**src/rtl/ball_ctrl.sv**
```systemverilog
// ---------------------------------------------------------------------------
// ball_ctrl
//   Pong ball stage. This block sits after the two paddle instances. It moves a
//   square ball by one step on each animation step and bounces it off the
//   top/bottom walls and the paddles. When a paddle misses the ball, it pulses
//   the score output, advances a saturating score count and re-serves the ball
//   from the centre after a hold-off of SERVE_FRAMES steps.
//
// Ports
//   in_clock, in_reset     clock, synchronous active-high reset
//   in_ani_stb             one-cycle animation strobe per frame
//   in_animate             motion enable (low freezes everything but reset)
//   in_lbar_x2/y1/y2       left paddle right edge, top edge, bottom edge
//   in_rbar_x1/y1/y2       right paddle left edge, top edge, bottom edge
//   out_x1/x2, out_y1/y2   ball edges (centre -/+ H_SIZE), 12-bit unsigned
//   out_score_l/r          one-cycle pulse when the left/right player scores
//   out_count_l/r          score counts, saturate at 15
//   out_serving            high while the ball is held at the centre
//
// state | meaning
// ------+-------------------------------------------------------------
// SERVE | ball held at (IX,IY); serve counter advances on each step
// PLAY  | ball moves SPEED px per axis per step, bounces, detects misses
// ---------------------------------------------------------------------------
module ball_ctrl #(
    parameter int H_SIZE       = 8,
    parameter int IX           = 320,
    parameter int IY           = 240,
    parameter int SPEED        = 2,
    parameter int D_WIDTH      = 639,
    parameter int D_HEIGHT     = 470,
    parameter int SERVE_FRAMES = 60
) (
    input  logic        in_clock,
    input  logic        in_reset,
    input  logic        in_ani_stb,
    input  logic        in_animate,
    input  logic [11:0] in_lbar_x2,
    input  logic [11:0] in_lbar_y1,
    input  logic [11:0] in_lbar_y2,
    input  logic [11:0] in_rbar_x1,
    input  logic [11:0] in_rbar_y1,
    input  logic [11:0] in_rbar_y2,
    output logic [11:0] out_x1,
    output logic [11:0] out_x2,
    output logic [11:0] out_y1,
    output logic [11:0] out_y2,
    output logic        out_score_l,
    output logic        out_score_r,
    output logic [3:0]  out_count_l,
    output logic [3:0]  out_count_r,
    output logic        out_serving
);

    localparam int CW = (SERVE_FRAMES > 1) ? $clog2(SERVE_FRAMES) : 1;

    localparam logic [11:0]   HS12     = 12'(H_SIZE);
    localparam logic [11:0]   SP12     = 12'(SPEED);
    localparam logic [12:0]   HS13     = 13'(H_SIZE);
    localparam logic [12:0]   SP13     = 13'(SPEED);
    localparam logic [12:0]   DW13     = 13'(D_WIDTH);
    localparam logic [12:0]   DH13     = 13'(D_HEIGHT);
    localparam logic [11:0]   IX12     = 12'(IX);
    localparam logic [11:0]   IY12     = 12'(IY);
    localparam logic [CW-1:0] CNT_LAST = CW'(SERVE_FRAMES - 1);

    typedef enum logic {SERVE = 1'b0, PLAY = 1'b1} state_t;

    state_t        state, state_n;
    logic [11:0]   x, y, x_n, y_n;
    logic          dx, dy, dx_n, dy_n;
    logic [CW-1:0] cnt, cnt_n;
    logic          score_l, score_r, score_l_n, score_r_n;
    logic [3:0]    count_l, count_r, count_l_n, count_r_n;

    logic          step;
    logic [11:0]   x_lo, y_lo;
    logic [12:0]   x_hi, y_hi;
    logic          top_hit, bot_hit, l_hit, r_hit, l_miss, r_miss;

    assign step = in_animate & in_ani_stb;

    // Edges of the current position. The 13-bit forms keep the far-edge sums
    // free of overflow near the 12-bit limit.
    assign x_lo = x - HS12;
    assign y_lo = y - HS12;
    assign x_hi = {1'b0, x} + HS13;
    assign y_hi = {1'b0, y} + HS13;

    always_comb begin
        top_hit = ~dy & (y_lo <= SP12);
        bot_hit =  dy & ((y_hi + SP13) >= DH13);

        l_hit = ~dx
              & ({1'b0, x_lo} >= {1'b0, in_lbar_x2})
              & ({1'b0, x_lo} <= ({1'b0, in_lbar_x2} + SP13))
              & (y_hi >= {1'b0, in_lbar_y1})
              & (y_lo <= in_lbar_y2);

        // in_rbar_x1 - SPEED <= x_hi is rewritten as x_hi + SPEED >= in_rbar_x1,
        // so the comparison cannot underflow when the paddle is near x = 0.
        r_hit =  dx
              & ((x_hi + SP13) >= {1'b0, in_rbar_x1})
              & (x_hi <= {1'b0, in_rbar_x1})
              & (y_hi >= {1'b0, in_rbar_y1})
              & (y_lo <= in_rbar_y2);

        l_miss = ~dx & ~l_hit & (x_lo <= SP12);
        r_miss =  dx & ~r_hit & ((x_hi + SP13) >= DW13);
    end

    // State register and datapath registers
    always_ff @(posedge in_clock) begin
        if (in_reset) begin
            state   <= SERVE;
            x       <= IX12;
            y       <= IY12;
            dx      <= 1'b1;
            dy      <= 1'b1;
            cnt     <= '0;
            score_l <= 1'b0;
            score_r <= 1'b0;
            count_l <= 4'd0;
            count_r <= 4'd0;
        end else begin
            state   <= state_n;
            x       <= x_n;
            y       <= y_n;
            dx      <= dx_n;
            dy      <= dy_n;
            cnt     <= cnt_n;
            score_l <= score_l_n;
            score_r <= score_r_n;
            count_l <= count_l_n;
            count_r <= count_r_n;
        end
    end

    // Next-state logic
    always_comb begin
        state_n = state;
        if (step) begin
            case (state)
                SERVE:   if (cnt == CNT_LAST) state_n = PLAY;
                PLAY:    if (l_miss || r_miss) state_n = SERVE;
                default: state_n = SERVE;
            endcase
        end
    end

    // Datapath next values
    always_comb begin
        x_n       = x;
        y_n       = y;
        dx_n      = dx;
        dy_n      = dy;
        cnt_n     = cnt;
        score_l_n = 1'b0;
        score_r_n = 1'b0;
        count_l_n = count_l;
        count_r_n = count_r;

        if (step) begin
            case (state)
                SERVE: begin
                    // The step that leaves SERVE does not move the ball.
                    if (cnt == CNT_LAST) cnt_n = '0;
                    else                 cnt_n = cnt + 1'b1;
                end
                PLAY: begin
                    if (l_miss) begin
                        // Serve toward the player who conceded. dy is kept.
                        x_n       = IX12;
                        y_n       = IY12;
                        dx_n      = 1'b0;
                        cnt_n     = '0;
                        score_r_n = 1'b1;
                        if (count_r != 4'd15) count_r_n = count_r + 4'd1;
                    end else if (r_miss) begin
                        x_n       = IX12;
                        y_n       = IY12;
                        dx_n      = 1'b1;
                        cnt_n     = '0;
                        score_l_n = 1'b1;
                        if (count_l != 4'd15) count_l_n = count_l + 4'd1;
                    end else begin
                        // Wall and paddle reflections are independent, so a
                        // corner hit flips both directions in the same step.
                        if (top_hit)      dy_n = 1'b1;
                        else if (bot_hit) dy_n = 1'b0;
                        if (l_hit)        dx_n = 1'b1;
                        else if (r_hit)   dx_n = 1'b0;
                        x_n = dx_n ? (x + SP12) : (x - SP12);
                        y_n = dy_n ? (y + SP12) : (y - SP12);
                    end
                end
                default: ;
            endcase
        end
    end

    // Outputs
    always_comb begin
        out_x1      = x_lo;
        out_x2      = x_hi[11:0];
        out_y1      = y_lo;
        out_y2      = y_hi[11:0];
        out_score_l = score_l;
        out_score_r = score_r;
        out_count_l = count_l;
        out_count_r = count_r;
        out_serving = (state == SERVE);
    end

endmodule

```
**config.mk**
```make
export PLATFORM = sky130hd
export DESIGN_NAME = ball_ctrl
export DESIGN_NICKNAME = d
export VERILOG_FILES = /design/src/rtl/ball_ctrl.sv
export SDC_FILE = /design/constraint.sdc
export NUM_CORES = 1
export LEC_CHECK = 0
export BUFFER_PORTS_ARGS = -buffer_cell sky130_fd_sc_hd__clkbuf_2
export CORE_MARGIN = 1.5
export CORE_UTILIZATION = 50
export DETAILED_ROUTE_END_ITERATION = 8
export PLACE_DENSITY = 0.83
export SETUP_SLACK_MARGIN = 0.05
export SLEW_MARGIN = 40
export SYNTH_ARGS = -nofsm -noshare
export SYNTH_HDL_FRONTEND = slang
export SYNTH_SLANG_ARGS = --single-unit
```
**constraint.sdc**
```tcl
create_clock -name in_clock -period 14.5 [get_ports in_clock]
set_clock_uncertainty 0.1 [all_clocks]
set_input_delay 1.45 -clock in_clock [delete_from_list [all_inputs] [get_ports in_clock]]
set_output_delay 1.45 -clock in_clock [all_outputs]
set_load 0.03 [all_outputs]
```
==> Yosys cells after proc, flatten, opt, wreduce, memory -nomap -nowiden <==
Cells that the tools add are included.
{ "totals": {"regBits": 43, "latch_bits": 0, "ramBits": 0, "mem_bits_ro": 0, "input_bits": 76, "out_inout_bits": 59, "mem_count": 0} }
{ "op_classes": {"n_addsub": 14, "mul": 0, "div_mod_pow": 0, "order_cmp": 12, "eq_ne": 4, "n_shift": 0, "n_mux": 29, "bitwise": 23, "n_reduce_logical": 8} }
{ "ops": {"columns": ["operator", "n"], "rows": [
  ["12-bit two-way mux", 6],
  ["13-bit by 12-bit >= comparator with 1-bit output", 3],
  ["12-bit by 4-bit adder with 13-bit output, second input constant", 2],
  ["13-bit by 2-bit adder with 13-bit output, second input constant", 2],
  ["12-bit by 2-bit adder with 12-bit output, second input constant", 2],
  ["12-bit <= comparator", 2],
  ["12-bit by 2-bit <= comparator with 1-bit output, second input constant", 2],
  ["12-bit by 2-bit subtractor with 12-bit output, second input constant", 2],
  ["12-bit by 4-bit subtractor with 12-bit output, second input constant", 2],
  ["1-bit two-way mux", 18],
  ["6-bit two-way mux", 3],
  ["1-bit AND", 15],
  ["12-bit by 2-bit adder with 13-bit output, second input constant", 1],
  ["13-bit by 10-bit >= comparator with 1-bit output, second input constant", 1],
  ["13-bit by 9-bit >= comparator with 1-bit output, second input constant", 1],
  ["12-bit by 13-bit <= comparator with 1-bit output", 1],
  ["13-bit by 12-bit <= comparator with 1-bit output", 1],
  ["12-bit >= comparator", 1],
  ["6-bit case mux with 2 select lines", 1],
  ["4-bit by 1-bit adder with 4-bit output, second input constant", 2],
  ["4-bit != test, second input constant", 2],
  ["1-bit NOT", 8],
  ["4-bit AND reduction", 2],
  ["6-bit by 1-bit adder with 6-bit output, second input constant", 1],
  ["8 further kinds", 9]
]} }

==> Longest topological paths before layout <==
Gate-level depths: netlist of run 1.
{ "depth": {"word_depth": 17, "ltp_mapped": 27, "mapped_depth_nobuf": 25} }

==> Least setup slack after synthesis of run 1 <==
No wires, ideal clock.
{ "synth_timing": {"kind": "flip-flop to flip-flop", "startpoint": "reg y[3]", "endpoint": "reg x[11]", "setup_time_ns": 0.137, "t_arrival_ns": 5.561, "required_time_ns": 14.263, "slack_ns": 8.701, "path_stages_with_launch": 24, "period_less_slack_ns": 5.799, "cell_sequence": "dfxtp_1 inv_1 ha_1 nor3b_1 nand2_1 or3_1 xnor2_1 ha_1 a2111oi_0 a21oi_1 o21a_1 nor3_1 nand2_1 inv_1 ha_1 nor2b_1 o21ai_0 a21oi_1 o21ai_0 a21oi_1 a31oi_1 a21boi_0 or2_2 o221ai_1"} }
{ "synth_rtl": {"columns": ["item", "line_no", "rtl"], "rows": [
  ["start, declared", "70", "logic [11:0] x, y, x_n, y_n;"],
  ["start signal, assigned", "128", "y <= y_n;"],
  ["12-bit by 4-bit subtractor with 12-bit output (*)", "86", "assign y_lo = y - HS12;"],
  ["net out_y1[3]", "46", "output logic [11:0] out_y1,"],
  ["12-bit <= comparator", "106", "& (y_lo <= in_rbar_y2);"],
  ["1-bit AND", "106", null],
  ["1-bit two-way mux", "192", "else if (r_hit) dx_n = 1'b0;"],
  ["1-bit two-way mux", "191", "if (l_hit) dx_n = 1'b1;"],
  ["1-bit two-way mux", "179", "end else if (r_miss) begin"],
  ["1-bit two-way mux", "171", "if (l_miss) begin"],
  ["1-bit two-way mux", "164", "case (state)"],
  ["1-bit two-way mux", "163", "if (step) begin"],
  ["12-bit two-way mux", "193", "x_n = dx_n ? (x + SP12) : (x - SP12);"],
  ["12-bit two-way mux", "179", null],
  ["12-bit two-way mux (*)", "171", null],
  ["end signal, assigned", "127", "x <= x_n;"],
  ["end, declared", "70", null]
]} }
The timed path passes the listed nets; every way through them passes the cells marked *. The select of a mux whose other input is x is not followed.
A chain may end at the register's enable or synchronous reset.

==> Worst setup path after layout of run 1 <==
{ "layout_timing": {"startpoint": "in in_lbar_x2[1]", "endpoint": "reg x[11]"} }
{ "layout_via": {"elab_chain_len": 13} }
{ "layout_lines": {"columns": ["item", "line_no", "rtl"], "rows": [
  ["start, declared", "38", "input logic [11:0] in_lbar_x2,"],
  ["12-bit by 2-bit adder with 13-bit output or 12-bit >= comparator (tied branches)", "96, 95", null],
  ["12-bit by 13-bit <= comparator with 1-bit output or 1-bit AND (tied branches)", "96, 95", null],
  ["1-bit AND (*)", "96", "& ({1'b0, x_lo} <= ({1'b0, in_lbar_x2} + SP13))"],
  ["1-bit AND (*)", "97", "& (y_hi >= {1'b0, in_lbar_y1})"],
  ["1-bit AND (*)", "98", "& (y_lo <= in_lbar_y2);"],
  ["1-bit two-way mux", "191", null],
  ["1-bit two-way mux", "179", null],
  ["1-bit two-way mux", "171", null],
  ["1-bit two-way mux", "164", null],
  ["1-bit two-way mux", "163", null],
  ["12-bit two-way mux", "193", null],
  ["12-bit two-way mux", "179", null],
  ["12-bit two-way mux (*)", "171", null]
]} }
Mark *: on every way between the ends. The rest lies on a longest branch, timed or not. The select of a mux whose other input is x is not followed.

==> summary.txt, run 1 <==
Global routing
  – Overall Global Routing Usage: 22.7%
  – Initial antenna violation count: 0
  – First-pass GRT wire length: 24900 um
  – Largest net degree at the start of global routing: 33
  – Congestion Overflow GR: 0
  – Vias in the first global route: 5507

Placed design
  – Gpl congestion: about 0.96
  – Post-DP HPWL: 11900 um
  – DP Cell Count: 1078
  – I/O Buffers: 130
  – Setup WS pre-CTS: 8070 ps

Clock network
  – Clk buf depth: 2
  – CTS root buf: clkbuf_16
  – TritonCTS clock tree: yes
  – TritonCTS Buffers: 5
  – Post CTS Setup Buffer Count: 0
  – H-tree depth: 2
  – Resize count post-CTS: 0
  – Worst-Skew Late Latency: about 280 ps
  – Num Clock Sinks: between 40 and 50
  – CTS clk-pin slew, worst paths: 60 ps
  – CTS Hold Bufs: 0

Final layout
  – Nets: 1113
  – Fillers: 1123
  – Layout cells sized above 1: 17.4%
  – Antenna diodes: 0
  – Layout area overhead: 12.5%
  – Post-Layout Cell Count: 1086

Job
  – Max-cap violation count: 0

Synth
  – Cell taking the most area after synthesis: ha_1
  – Yosys cell types: 77
  – Post-Syn Instances: 819
  – Most instantiated cells after synthesis: 118 x ha_1, 93 x inv_1, 62 x nand2_1
  – Most common cell in the netlist: ha_1
  – Seq cells post-synth: between 40 and 50
  – Top cells by area, synth: ha_1 24%, dfxtp_1 13%, inv_1 5.6%
  – Sequential fraction of the synthesis area: 13.2%
  – Number of synthesized flops with an enable pin: 0
  – Synth Warn #: 0
  – Syn Area/Cell: 7.61 um2
  – Asr flop ratio synth: 0%
  – Cell Area, Synth: 6230 um2
  – Synth Flop Type: dfxtp_1
  – Synth top area share: between 20% and 30%

Timing
  – Fin Setup TNS: 0 ps
  – RSZ-0062 raised after global routing: false
  – Max-slew violations: 0
  – Final setup fails: 0
  – Worst relative slew slack: 49.8%
  – Setup WS post-layout: 8270 ps
  – FMAX: about 160 MHz
  – Minimum clock period: 6230 ps
  – Worst slew pin tran: 752 ps
  – Final Hold Viols: 0
  – Tcrit/Tclk final: 42.9%

Floorplanning
  – Row cnt: 40
  – Starting Density: 51.7%
  – Core ar.: 12100 um2
  – Die area: 13100 um2
  – Chip height: 115 um
  – DIE WIDTH: roughly 110 um
  – # IOs: ~140

Power and ir drop
  – Worst VDD drop: around 0.00007 V
  – PD cells: 39.7 nW/um2
  – Leakage: 3.53 nW

Route
  – Routed Antenna Nets: 0
  – Total Wirelength: 14900 um
  – First DRT Iteration DRCs: about 320
  – Drt drc: 0
  – First drt pass iteration count: 5
  – Via-per-instance ratio: 5.55
  – DR vias: 6025
  – Wire per inst: approximately 14 um

Critical path
  – Crit start category: input port
  – Crit Path Category: in2reg
  – Crit end category: register
  – WP data arrival: 6280 ps
  – Worst EP required: 14560 ps
  – Crit-path max FO: 10

Status
  – Status: finished clean

Min path
  – Min-delay worst type: reg2reg
sequential cells by signal, indices dropped and copies added, names as in the netlist:
signal,count
out_score_r,1
dy,1
out_score_l,1
out_count_l,4
state,1
y,11
cnt,6
out_count_r,4
dx,1
x,11
power breakdown:
group / internal, W / switching (W) / total, W
logic: 0.0000220 / 0.0000259 / 0.0000479
registers: 0.000113 / 0.000000444 / 0.000114
clock network: 0.0000729 / 0.0000441 / 0.000117
per-layer routing:
layer	vias up	wire (um)	global-route usage, %
met3	12	730	1.91
li1	3091	-	-
met4	0	147	4.67
met2	158	7050	39.9
met5	-	0	0
met1	2764	6970	30.2
critical path: stages:
cell and delay (ps):
clkbuf_2 130, ha_1 190, nand3_1 150, nor2_1 150, nand2_1 80, xnor2_1 130, ha_1 280, and4_1 210
nand4_1 110, nor3_1 190, a211oi_1 80, a2111oi_1 600, nand4_1 260, nand2_1 170, inv_1 190, ha_1 380
nor2b_1 140, o21ai_0 220, a21oi_1 120, o21ai_0 200, a21oi_1 130, a31oi_1 220, a21boi_0 250, or2_2 150
o221ai_1 80
final cells by class:
class | instances | area [um2] | area share (%)
inverters | 94 | 353 | 5.03
clock buffers | 7 | 153 | 2.18
multi-input cells | 643 | 4800 | 68.5
repair buffers | 132 | 666 | 9.50
clock inverters | 1 | 5.00 | 0.0714
flip-flops and latches | 41 | 822 | 11.7
well taps | 168 | 210 | 3.00
metrics by stage:
step	utilization (%)	power (W)	cell area (um2)	hold slack, ps
final	58.1	0.000278	7010	377
after global routing	58.1	0.000292	7010	419
after global placement	56.7	0.000162	6840	367
after CTS	58.1	0.000280	7010	379
after detailed placement	56.8	0.000164	6850	372
after floorplan	-	0.000146	6240	350
cells in the final DEF (no fill, tap or decap), drive strengths merged, types with 34 or more instances in the layout:
master | Yosys | final
ha | 118 | 118
clkbuf | 14 | 137
dfxtp | 41 | 41
nand2 | 62 | 62
nand3 | 34 | 34
nor2 | 56 | 56
xnor2 | 40 | 40
a21oi | 53 | 53
inv | 94 | 94
o21ai | 47 | 47
path summary, 6_finish.rpt:
check | startpoint | end | slack [ps] | cells past startpoint
min reg2reg | cnt[5] | cnt[5] | 380 | 2
min | cnt[5] | cnt[5] | 380 | 2
max reg2reg | y[3] | x[11] | 8380 | 23
max | in_lbar_x2[1] | x[11] | 8270 | 25
logic make-up (layout without fill, tap and decap cells):
kind of cell	count (synthesis)	count (layout)	synth area share, %
and+or+nand+nor	265	265	22.6
AOI/OAI and AO/OA	184	184	19.4
buffers and inverters	138	234	10.1
adders and majority gates	120	120	24.3
xor gates and xnor gates	66	66	9.70
DFF	41	41	13.2
muxes	4	4	0.643
other	1	4	0.0602
No activity file was read; power rests on OpenSTA's default activity.
==> inputs of run 2 (changes only) <==
==> constraint.sdc (replaced) <==
create_clock -name in_clock -period 6.04 [get_ports in_clock]
set_clock_uncertainty 0.1 [all_clocks]
set_input_delay 0.604 -clock in_clock [delete_from_list [all_inputs] [get_ports in_clock]]
set_output_delay 0.604 -clock in_clock [all_outputs]
set_load 0.03 [all_outputs]
==> run 2 against run 1 <==
Against the previous run:
- sequential cell count stayed put
- register-to-register slack worse by 7900 ps
- first-iteration DRC count is 48% higher
- sequential share of layout area is 0.14 points lower
- cell count is 0.74% higher
- wire length is 5.0% higher
- sequential power is 140% higher
- critical endpoint unchanged
- highest routed layer unchanged
==> summary.txt, run 2 (synthesis gave the netlist of run 1 again) <==
Timing
  – Fin Setup TNS: 0 ps
  – Final setup fails: 0
  – Final Hold Viols: 0
  – FMAX: between 150 and 200 MHz
  – Tcrit/Tclk final: 92.4%
  – Worst slew pin tran: between 700 and 800 ps
  – Worst relative slew slack: approximately half
  – Setup WS post-layout: 461 ps
  – RSZ-0062 raised after global routing: false
  – Max-slew violations: 0
  – Minimum clock period: ~5600 ps

Final layout
  – Nets: 1121
  – Multi-input logic area: 4810 um2
  – Layout cells sized above 1: a little under a fifth
  – Most common cell after layout, fill and taps aside: clkbuf_2
  – Top Registers: x (11), y (11), cnt (6)
  – Antenna diodes: 0
  – Layout area overhead: 13.9%
  – Fillers: approximately 1100
  – Final core utilization: 58.8%
  – Sequential Area: 822 um2
  – Commonest cells after routing, fill and taps aside: 130 x clkbuf_2, 117 x ha_1, 92 x inv_1, 62 x nand2_1, 56 x nor2_1

Floorplanning
  – DIE WIDTH: between 100 and 150 um
  – Row cnt: 40
  – Starting Density: about half
  – Die area: 13100 um2
  – # IOs: 135
  – Core ar.: 12100 um2
  – Chip height: 115 um

Critical path
  – Reg-to-reg slack, setup: ~460 ps
  – Worst R2R Start: y[3]
  – Cell breakdown of the critical path: inv_1, ha_1, nor3b_2, nand2_1, or3_1, xnor2_1, buf_4, ha_1, a2111oi_1, a21oi_1, o21a_1, nor3_2, nand2_1, inv_2, ha_1, nor2b_1, o21ai_0, a21oi_1, o21ai_0, a21oi_1, a31oi_1, a21boi_0, or2_2, o221ai_1
  – Worst EP required: a little over 6000 ps
  – FF-to-FF End: x[11]
  – Slowest stage cell, crit path: a2111oi_1
  – Crit start category: register
  – WP data arrival: 5630 ps
  – Worst stage delay on the critical path: 450 ps
  – Crit end category: register
  – Crit-path max FO: 10
  – Crit Path Category: reg2reg
  – FF-to-FF path depth: 24

Route
  – Routed Antenna Nets: 0
  – Total Wirelength: between 15000 and 20000 um
  – Drt drc: 0
  – DR vias: about 6000
  – First drt pass iteration count: 5
  – Via-per-instance ratio: 5.63
  – Wire per inst: about 14 um
  – First DRT Iteration DRCs: 467

Global routing
  – Initial antenna violation count: 0
  – Largest net degree at the start of global routing: 33
  – Overall Global Routing Usage: 23.7%
  – Congestion Overflow GR: 0
  – First-pass GRT wire length: 25900 um
  – Vias in the first global route: 5693

Min path
  – WHS Path Cells: 2
  – Hold Path Sink: cnt[4]
  – Min-delay worst type: reg2reg
  – Beginning of the worst hold path: cnt[4]

Power and ir drop
  – Worst VDD drop: 0.000141 V
  – Leakage: about 3.6 nW
  – Total Power: about 0.0007 W
  – PD cells: 98.6 nW/um2

Clock network
  – CTS root buf: clkbuf_16
  – Worst-Skew Late Latency: 280 ps
  – Post CTS Setup Buffer Count: 0
  – Clk buf depth: 2
  – H-tree depth: 2
  – TritonCTS Buffers: 5
  – CTS Hold Bufs: 0
  – CTS clk-pin slew, worst paths: roughly 60 ps
  – Num Clock Sinks: 41
  – TritonCTS clock tree: yes

Placed design
  – Setup WS pre-CTS: 338 ps
  – I/O Buffers: 130
  – Post-DP HPWL: 12500 um
  – Gpl congestion: ~0.89

Job
  – Max-cap violation count: 0

Status
  – Status: finished clean
## run 2: changes by cell type in the layout (fill, tap and decap cells not counted), sizes merged
| cell | change |
|---|---|
| buf | +8 |
| bufinv | +1 |
| clkinv | -1 |
## run 2: worst max-delay path: cells and delay by family, from the launching register on
kind | cells | cell delay, ps
DFF | 1 | 400
and+or+nand+nor | 7 | 1400
adders and majority gates | 3 | 790
AOI/OAI and AO/OA | 10 | 2160
xor gates and xnor gates | 1 | 130
buffers and inverters | 3 | 460
## run 2: cell type report
type | count | area share (%)
multi-input cells | 643 | 67.8
inverters | 94 | 4.97
clock buffers | 7 | 2.01
well taps | 168 | 2.96
flip-flops and latches | 41 | 11.6
clock inverters | 1 | 0.423
repair buffers | 140 | 10.2
## run 2: how the worst max path moves through the flow
stage / startpoint / to / depth (start not counted) / slack (ps)
global route: y[3] / x[11] / 23 / 50
global placement: x[3] / x[10] / 23 / 620
CTS: y[3] / x[11] / 24 / 290
finish: y[3] / x[11] / 24 / 460
floorplan: y[3] / x[11] / 23 / 240
detailed placement: y[3] / x[11] / 24 / 340
## run 2: metal layers
layer  GRT usage, %  routed length (um)
met5              0                   0
met2           40.8                7210
met1           31.8                7300
met3           2.22                 905
met4           5.92                 237
## run 2: metrics by stage
step	instances	instance area, um2	hold slack, ps
after floorplan	822	6240	350
after global placement	1086	6900	369
after detailed placement	1086	6910	378
after CTS	1094	7080	389
after global routing	1094	7100	410
final	1094	7100	385
## run 2: power breakdown
| part | total [W] | switching, W | internal, W |
|---|---|---|---|
| sequential | 0.000273 | 0.00000104 | 0.000272 |
| combinational | 0.000117 | 0.0000638 | 0.0000532 |
| clock | 0.000310 | 0.000104 | 0.000206 |
## run 2: timing repair
action	4_1_cts	5_1_grt
gates resized for setup	0	6
hold endpoints to repair	0	0
endpoints found under the setup margin	0	4
